[src/rtl/serial_adder_if.sv]
// Handshake and data bundle for the bit-serial adder controller.
//   start, a, b, cin : request and operands, driven by the master
//   busy, done       : progress status and one-cycle completion pulse, driven by the slave
//   sum, cout        : registered result, driven by the slave
interface serial_adder_if #(
  parameter int unsigned WIDTH = 8
);
  logic             start;
  logic [WIDTH-1:0] a;
  logic [WIDTH-1:0] b;
  logic             cin;
  logic             busy;
  logic             done;
  logic [WIDTH-1:0] sum;
  logic             cout;

  modport master (
    output start, a, b, cin,
    input  busy, done, sum, cout
  );

  modport slave (
    input  start, a, b, cin,
    output busy, done, sum, cout
  );
endinterface

[src/rtl/serial_adder_ctrl.sv]
// Bit-serial adder controller: adds two WIDTH-bit operands through a single
// 1-bit full adder cell, one bit per clock, LSB first.
//   clk   : rising-edge clock
//   rst_n : asynchronous active-low reset
//   bus   : slave side of serial_adder_if (start/a/b/cin in, busy/done/sum/cout out)
// An accepted request runs for WIDTH edges; the final edge publishes
// {cout, sum} = a + b + cin and pulses done for one cycle.
module serial_adder_ctrl #(
  parameter int unsigned WIDTH = 8
) (
  input  logic           clk,
  input  logic           rst_n,
  serial_adder_if.slave  bus
);

  localparam int unsigned CntW = (WIDTH > 1) ? $clog2(WIDTH) : 1;

  typedef enum logic [0:0] {StIdle, StRun} state_e;

  state_e state_q, state_d;

  logic [WIDTH-1:0] a_sh_q, a_sh_d;
  logic [WIDTH-1:0] b_sh_q, b_sh_d;
  logic [WIDTH-1:0] psum_q, psum_d;
  logic [WIDTH-1:0] sum_q, sum_d;
  logic             carry_q, carry_d;
  logic             cout_q, cout_d;
  logic             done_q, done_d;
  logic [CntW-1:0]  cnt_q, cnt_d;

  logic fa_s, fa_c;
  logic last_bit;
  logic accept;

  // The single full adder cell fed from the low bits of the shift registers.
  assign fa_s = a_sh_q[0] ^ b_sh_q[0] ^ carry_q;
  assign fa_c = (a_sh_q[0] & b_sh_q[0]) | (a_sh_q[0] & carry_q) | (b_sh_q[0] & carry_q);

  assign last_bit = (cnt_q == CntW'(WIDTH - 1));
  assign accept   = (state_q == StIdle) && bus.start;

  // State register.
  always_ff @(posedge clk or negedge rst_n) begin
    if (!rst_n) begin
      state_q <= StIdle;
    end else begin
      state_q <= state_d;
    end
  end

  // Next-state logic.
  always_comb begin
    state_d = StIdle;
    unique case (state_q)
      StIdle:  state_d = bus.start ? StRun : StIdle;
      StRun:   state_d = last_bit ? StIdle : StRun;
      default: state_d = StIdle;
    endcase
  end

  // Datapath next-state: load on accept, shift one bit per RUN edge.
  always_comb begin
    a_sh_d  = a_sh_q;
    b_sh_d  = b_sh_q;
    psum_d  = psum_q;
    carry_d = carry_q;
    cnt_d   = cnt_q;
    sum_d   = sum_q;
    cout_d  = cout_q;
    done_d  = 1'b0;
    if (accept) begin
      a_sh_d  = bus.a;
      b_sh_d  = bus.b;
      carry_d = bus.cin;
      cnt_d   = '0;
      psum_d  = '0;
    end else if (state_q == StRun) begin
      a_sh_d  = a_sh_q >> 1;
      b_sh_d  = b_sh_q >> 1;
      // Sum bits enter at the top so bit 0 lands in place after WIDTH shifts.
      psum_d  = {fa_s, psum_q[WIDTH-1:1]};
      carry_d = fa_c;
      cnt_d   = cnt_q + CntW'(1);
      if (last_bit) begin
        sum_d  = psum_d;
        cout_d = fa_c;
        done_d = 1'b1;
      end
    end
  end

  always_ff @(posedge clk or negedge rst_n) begin
    if (!rst_n) begin
      a_sh_q  <= '0;
      b_sh_q  <= '0;
      psum_q  <= '0;
      carry_q <= 1'b0;
      cnt_q   <= '0;
      sum_q   <= '0;
      cout_q  <= 1'b0;
      done_q  <= 1'b0;
    end else begin
      a_sh_q  <= a_sh_d;
      b_sh_q  <= b_sh_d;
      psum_q  <= psum_d;
      carry_q <= carry_d;
      cnt_q   <= cnt_d;
      sum_q   <= sum_d;
      cout_q  <= cout_d;
      done_q  <= done_d;
    end
  end

  // Outputs come straight from registers.
  always_comb begin
    bus.busy = (state_q == StRun);
    bus.done = done_q;
    bus.sum  = sum_q;
    bus.cout = cout_q;
  end

endmodule

[src/flat_wrapper.sv]
// flat-port wrapper written by rule: the top's interface ports become plain ports
module serial_adder_ctrl_flat 
#(
  parameter int unsigned WIDTH = 8
)
  (clk, rst_n, bus_start, bus_a, bus_b, bus_cin, bus_busy, bus_done, bus_sum, bus_cout);
  serial_adder_if #(.WIDTH(WIDTH)) bus_i ();
  input  logic clk;
  input  logic rst_n;
  input wire logic [$bits(bus_i.start)-1:0] bus_start;
  input wire logic [$bits(bus_i.a)-1:0] bus_a;
  input wire logic [$bits(bus_i.b)-1:0] bus_b;
  input wire logic [$bits(bus_i.cin)-1:0] bus_cin;
  output wire logic [$bits(bus_i.busy)-1:0] bus_busy;
  output wire logic [$bits(bus_i.done)-1:0] bus_done;
  output wire logic [$bits(bus_i.sum)-1:0] bus_sum;
  output wire logic [$bits(bus_i.cout)-1:0] bus_cout;
  assign bus_i.start = bus_start;
  assign bus_i.a = bus_a;
  assign bus_i.b = bus_b;
  assign bus_i.cin = bus_cin;
  assign bus_busy = bus_i.busy;
  assign bus_done = bus_i.done;
  assign bus_sum = bus_i.sum;
  assign bus_cout = bus_i.cout;
  serial_adder_ctrl #(.WIDTH(WIDTH)) u_core (.clk(clk), .rst_n(rst_n), .bus(bus_i));
endmodule
[config.mk]
export PLATFORM = sky130hd
export DESIGN_NAME = serial_adder_ctrl_flat
export DESIGN_NICKNAME = d
export VERILOG_FILES = /design/src/rtl/serial_adder_if.sv /design/src/rtl/serial_adder_ctrl.sv /design/src/flat_wrapper.sv
export SDC_FILE = /design/constraint.sdc
export NUM_CORES = 1
export LEC_CHECK = 0
export BUFFER_PORTS_ARGS = -buffer_cell sky130_fd_sc_hd__buf_2
export CORE_ASPECT_RATIO = 0.75
export CORE_MARGIN = 2
export CORE_UTILIZATION = 58
export DETAILED_ROUTE_END_ITERATION = 12
export GPL_TIMING_DRIVEN = 0
export PLACE_DENSITY = 0.83
export SLEW_MARGIN = 40
export SYNTH_ARGS = -nofsm -noshare
export SYNTH_HDL_FRONTEND = slang
export SYNTH_SLANG_ARGS = --single-unit
[constraint.sdc]
create_clock -name clk -period 3.8 [get_ports clk]
set_input_delay 0 -clock clk [delete_from_list [all_inputs] [get_ports clk]]
set_output_delay 0 -clock clk [all_outputs]
set_load 0.02 [all_outputs]
# Word level (Yosys, flattened, before mapping)
# Index checks and enable logic that the tools add are counted.
classes:
  eq_ne: 1
  n_reduce_logical: 3
  n_shift: 0
  magnitude_cmp: 0
  multipliers: 0
  mux: 16
  n_div: 0
  n_bitwise: 9
  addsub: 1
ops:
  columns: ["operator", "count"]
  rows:
  - ["$mux W8", 6]
  - ["$mux W1", 7]
  - ["$mux W3", 2]
  - ["$add A3 B1 Y3 const B", 1]
  - ["$and A1 B1 Y1", 3]
  - ["$eq A3 B3 Y1 const B", 1]
  - ["$reduce_and A3 Y1", 1]
  - ["$not A1 Y1", 2]
  - ["$or A1 B1 Y1", 2]
  - ["$pmux W1 S2", 1]
  - ["$reduce_bool A2 Y1", 1]
  - ["$xor A1 B1 Y1", 2]
  - ["$logic_and A1 B1 Y1", 1]
totals:
  romBits: 0
  wordCells: 39
  out_inout_bits: 11
  ram_bits: 0
  input_bits: 20
  latch_bits: 0
  mem_count: 0
  reg_bits: 39

# Depth between registers and ports, before layout
depth:
  depth_word: 5
  ltp_mapped: 5
  mapped_depth_nobuf: 4

# Worst setup path before layout
# No wires, ideal clock.
synth_timing:
  path_kind: "flip-flop to flip-flop"
  from: "register u_core.cnt_q[0]"
  to: "register u_core.cout_q (netlist: u_core.bus.cout)"
  setup_ns: 0.125
  t_required_ns: 3.675
  arrival_ns: 1.224
  period_less_slack_ns: 1.348
  stages_incl_launch_ff: 5
  path_slack_ns: 2.452
  n_path_buf: 0
  path_cell_list: "dfrtp_1 ha_1 ha_1 nand2_4 mux2_2"
synth_via:
  elab_chain_cells: 2
synth_rtl:
  columns: ["element", "line_no", "source"]
  rows:
  - ["start: declaration", "serial_adder_ctrl.sv:29", "logic [CntW-1:0] cnt_q, cnt_d;"]
  - ["start signal: assignment", "serial_adder_ctrl.sv:107", "cnt_q <= cnt_d;"]
  - ["$eq A3 B3 Y1", "serial_adder_ctrl.sv:39", "assign last_bit = (cnt_q == CntW'(WIDTH - 1));"]
  - ["$reduce_and A3 Y1 (no line)", null, null]
  - ["end signal: assignment", "serial_adder_ctrl.sv:109", "cout_q <= cout_d;"]
  - ["end: declaration", "serial_adder_ctrl.sv:27", "logic cout_q, cout_d;"]
# No other way between the ends.
# A chain may end at the register's enable or synchronous reset.

# Final worst setup path
layout_timing:
  from: "register u_core.cnt_q[0]"
  to: "register u_core.sum_q[4] (netlist: u_core.bus.sum[4])"
layout_via:
  elab_chain_cells: 2
layout_rtl:
  columns: ["element", "line_no", "source"]
  rows:
  - ["$eq A3 B3 Y1", "serial_adder_ctrl.sv:39", null]
  - ["$reduce_and A3 Y1 (no line)", null, null]
  - ["end signal: assignment", "serial_adder_ctrl.sv:108", "sum_q <= sum_d;"]
  - ["end: declaration", "serial_adder_ctrl.sv:25", "logic [WIDTH-1:0] sum_q, sum_d;"]
# No other way between the ends.

==> flow_summary.rst <==
.. list-table::
   :header-rows: 1

   * - Metric
     - Value
   * - HPWL Detailed
     - 2130 µm
   * - Number of synthesized register bits
     - 38
   * - Clock tree root buffer cell
     - clkbuf_8
   * - Fraction of registers with async set or reset after synthesis
     - 100%
   * - Total nets after synthesis
     - 157
   * - Die boundary height
     - about 50 µm
   * - Global placer's final weighted congestion
     - about 0.74
   * - Sum of met3 wire segment lengths after detailed routing
     - 167 µm
   * - Result of the run
     - completed
   * - Most common flop cell mapped by yosys
     - dfrtp_1
   * - Core Area
     - about 2600 µm²
   * - Die X-Extent
     - between 60 and 70 µm
   * - Transition time of the tightest slew-check pin
     - between 0.4 and 0.5 ns
   * - Crit-path max FO
     - 10
   * - Setup TNS
     - 0 ns
   * - Hold Violations, Final
     - 0
   * - Count of boundary I/O pins
     - 31
   * - Warning count from the yosys run
     - 0
   * - Fin Clk Skew
     - just over 0.005 ns
   * - Drt pass-1 iters
     - 4
   * - Starting DRC count in detailed routing
     - 54
   * - Max_cap viols
     - 0
   * - Quantity of gates resized following cts
     - 0
   * - Cell area after technology mapping
     - roughly 1600 µm²
   * - Metal2 WL
     - roughly 1500 µm
   * - Vias in the first global route
     - ~1200
   * - CP Data Required Time
     - about 4.0 ns
   * - Post-synthesis to final-layout area growth
     - 19.4%
   * - Startpoint of the worst hold path
     - bus_b[5]
   * - RSZ-0062 raised after global routing
     - no
   * - Post-Synthesis Mean Instance Area
     - ~12 µm²
   * - Final Cycle Share
     - 38.6%
   * - Worst skew pair latency
     - 0.29 ns
   * - Max-slew violations
     - 0
   * - Vias/cell
     - roughly 5.4
   * - Number of distinct library cell variants in the gate-level netlist after synthesis
     - 18
   * - All-Layer GR Usage
     - a little over a fifth
   * - Portion of the post-synthesis area used by sequential elements
     - 58.0%
   * - Routed metal-1 wirelength
     - roughly 1200 µm
   * - Cell leakage power
     - around 1 nW
   * - Pin count of the biggest net entering global routing
     - 39
   * - Global-route wire length before repair
     - 5100 µm
   * - Total Routed Length
     - between 2000 and 3000 µm
   * - Hold WS
     - ~0.00066 ns
   * - Type of element capturing the critical path
     - register
   * - Most frequent cell after synthesis
     - dfrtp_1
   * - Setup violators final
     - 0
   * - Post-CTS Setup Inserts
     - 0
   * - TritonCTS Buffers
     - 5
   * - Number of synthesized flops with an enable pin
     - 0
   * - Final critical-path required period
     - 1.47 ns
   * - Ranking of synthesized cells by area
     - dfrtp_1 58%, mux2i_1 10%, mux2_2 6.9%, o21ai_0 6.4%, nand2_1 4.8%
   * - CTS clock-pin slew for the worst setup and hold paths
     - roughly 0.070 ns
   * - Area of the die
     - between 3000 and 4000 µm²
   * - I/O Buffers
     - 29
   * - Cell Rows
     - 16
   * - Highest routing layer actually used
     - met4
   * - Worst voltage drop across the vdd grid
     - 0.445 mV
   * - Share of the synthesized area in the top cell type
     - about 58%
   * - Class of the tightest hold or removal check
     - primary input to register
   * - Fmax achieved
     - 0.682 GHz
   * - TritonCTS clock tree
     - built
   * - Overflow left after global routing
     - 0
   * - Ranking of synthesized cells by instance count
     - 38 x dfrtp_1, 21 x nand2_1, 21 x o21ai_0, 17 x mux2i_1, 10 x mux2_2
   * - Average wire per cell in the routed design
     - 14.2 µm
   * - Arr. time, crit path
     - about 1.6 ns
   * - Maximum buffer depth of the clock tree
     - 2
   * - R2r startpoint
     - u_core.cnt_q[0]
   * - CTS HTree Levels
     - 2
   * - Element type at the critical path start
     - register
   * - Starting utilization of the core area
     - between 60% and 70%
   * - Antenna Cells
     - 0
   * - Antenna-violating nets left
     - 0
   * - Pwr per Cell Area
     - 737 nW/µm²
   * - Worst Setup SP
     - u_core.cnt_q[0]
   * - Worst slew margin relative to its limit
     - a little over two thirds
   * - Proportion of layout cells with a drive suffix above 1
     - between 30% and 40%
   * - Setup Crit Path Kind
     - register to register
   * - DRC errors left
     - 0
   * - Nets@finish
     - ~200
   * - TritonCTS sink count
     - 38
   * - Cell accounting for the most synthesized area
     - dfrtp_1
   * - Total via count in the routed design
     - around 1100
   * - Number of antenna violations at the first check in global routing
     - 0
   * - Post-synthesis cell count
     - 134
==> state kept, by name, summed over array words and instances (netlist names) <==
name             flops
u_core.a_sh_q        8
u_core.b_sh_q        8
u_core.bus.sum       8
u_core.psum_q        7
u_core.cnt_q         3
u_core.bus.busy      1
u_core.bus.cout      1
u_core.bus.done      1
u_core.carry_q       1
==> layout make-up <==
cell class	instances	area (µm²)
Fill cell	188	686
Clock buffer	6	82.6
Timing Repair Buffer	32	178
Inverter	1	3.75
Buffer	9	81.3
Clock inverter	2	12.5
Tap cell	36	45.0
Sequential cell	38	951
Multi-Input combinational cell	86	603
==> cell usage in the layout, fill, tap and decap left out, drive strengths merged, types with 6 or more instances in the layout <==
master,Yosys,final
buf,8,37
clkbuf,1,7
dfrtp,38,38
mux2,10,10
mux2i,17,17
nand2,22,22
nand2b,6,6
o21ai,21,21
==> worst max-delay path, stage by stage (launching register included) <==
cell and delay [ns]:
dfrtp_1 0.40, ha_1 0.21, ha_1 0.22, nand2_4 0.16, mux2_2 0.36
==> stage by stage <==
| step | total power, W | setup slack (ns) | cell area, µm² | utilization [%] | std cells |
|---|---|---|---|---|---|
| final | 0.00144 | 2.33 | 1960 | 74.1 | 210 |
| after floorplan | 0.00101 | 2.45 | 1640 | - | 134 |
| after global routing | 0.00155 | 2.28 | 1960 | 74.1 | 210 |
| after detailed placement | 0.00117 | 2.33 | 1830 | 69.2 | 199 |
| after CTS | 0.00145 | 2.33 | 1950 | 74.0 | 210 |
| after global placement | 0.00113 | 2.41 | 1830 | 69.2 | 199 |
==> kinds of logic (layout without fill, tap and decap cells) <==
kind of cell | count (synthesis) | count (layout) | share of synthesized area, %
AO/OA/AOI/OAI | 25 | 25 | 8.32
adder cells (fa/ha/maj) | 3 | 3 | 2.75
buffers and inverters | 10 | 50 | 5.19
flip-flops | 38 | 38 | 58.0
multiplexers | 27 | 27 | 17.3
AND/OR/NAND/NOR | 31 | 31 | 8.47
==> routing by layer <==
metal | up-vias | global-route usage, %
li1 | 532 | -
met1 | 549 | 26.0
met2 | 40 | 34.0
met3 | 8 | 6.85
met4 | 0 | 11.8
met5 | - | 0
==> where the power goes <==
part | leakage (nW) | switching, W | internal [W] | total [W]
Sequential | 0.495 | 0.0000946 | 0.000562 | 0.000657
Clock | 0.0472 | 0.000135 | 0.000146 | 0.000281
Combinational | 0.453 | 0.000275 | 0.000230 | 0.000505
==> path summary, 6_finish.rpt <==
check	endpoint	slack (ns)	cells past startpoint
worst max-delay path	u_core.bus.sum[4]	2.33	4
worst min-delay path	u_core.b_sh_q[5]	0.0007	3
worst max register to register	u_core.bus.sum[4]	2.33	4
worst min register to register	u_core.b_sh_q[1]	0.49	2
max in group asynchronous	u_core.a_sh_q[0]	3.27	2
min in group asynchronous	u_core.psum_q[5]	0.21	2
==> what timing repair did <==
| action | CTS | global route |
|---|---|---|
| hold endpoints to repair | 40 | 0 |
| hold buffers | 3 | 0 |
| setup endpoints to repair | 0 | 0 |
(Power assumes the default switching activity.)
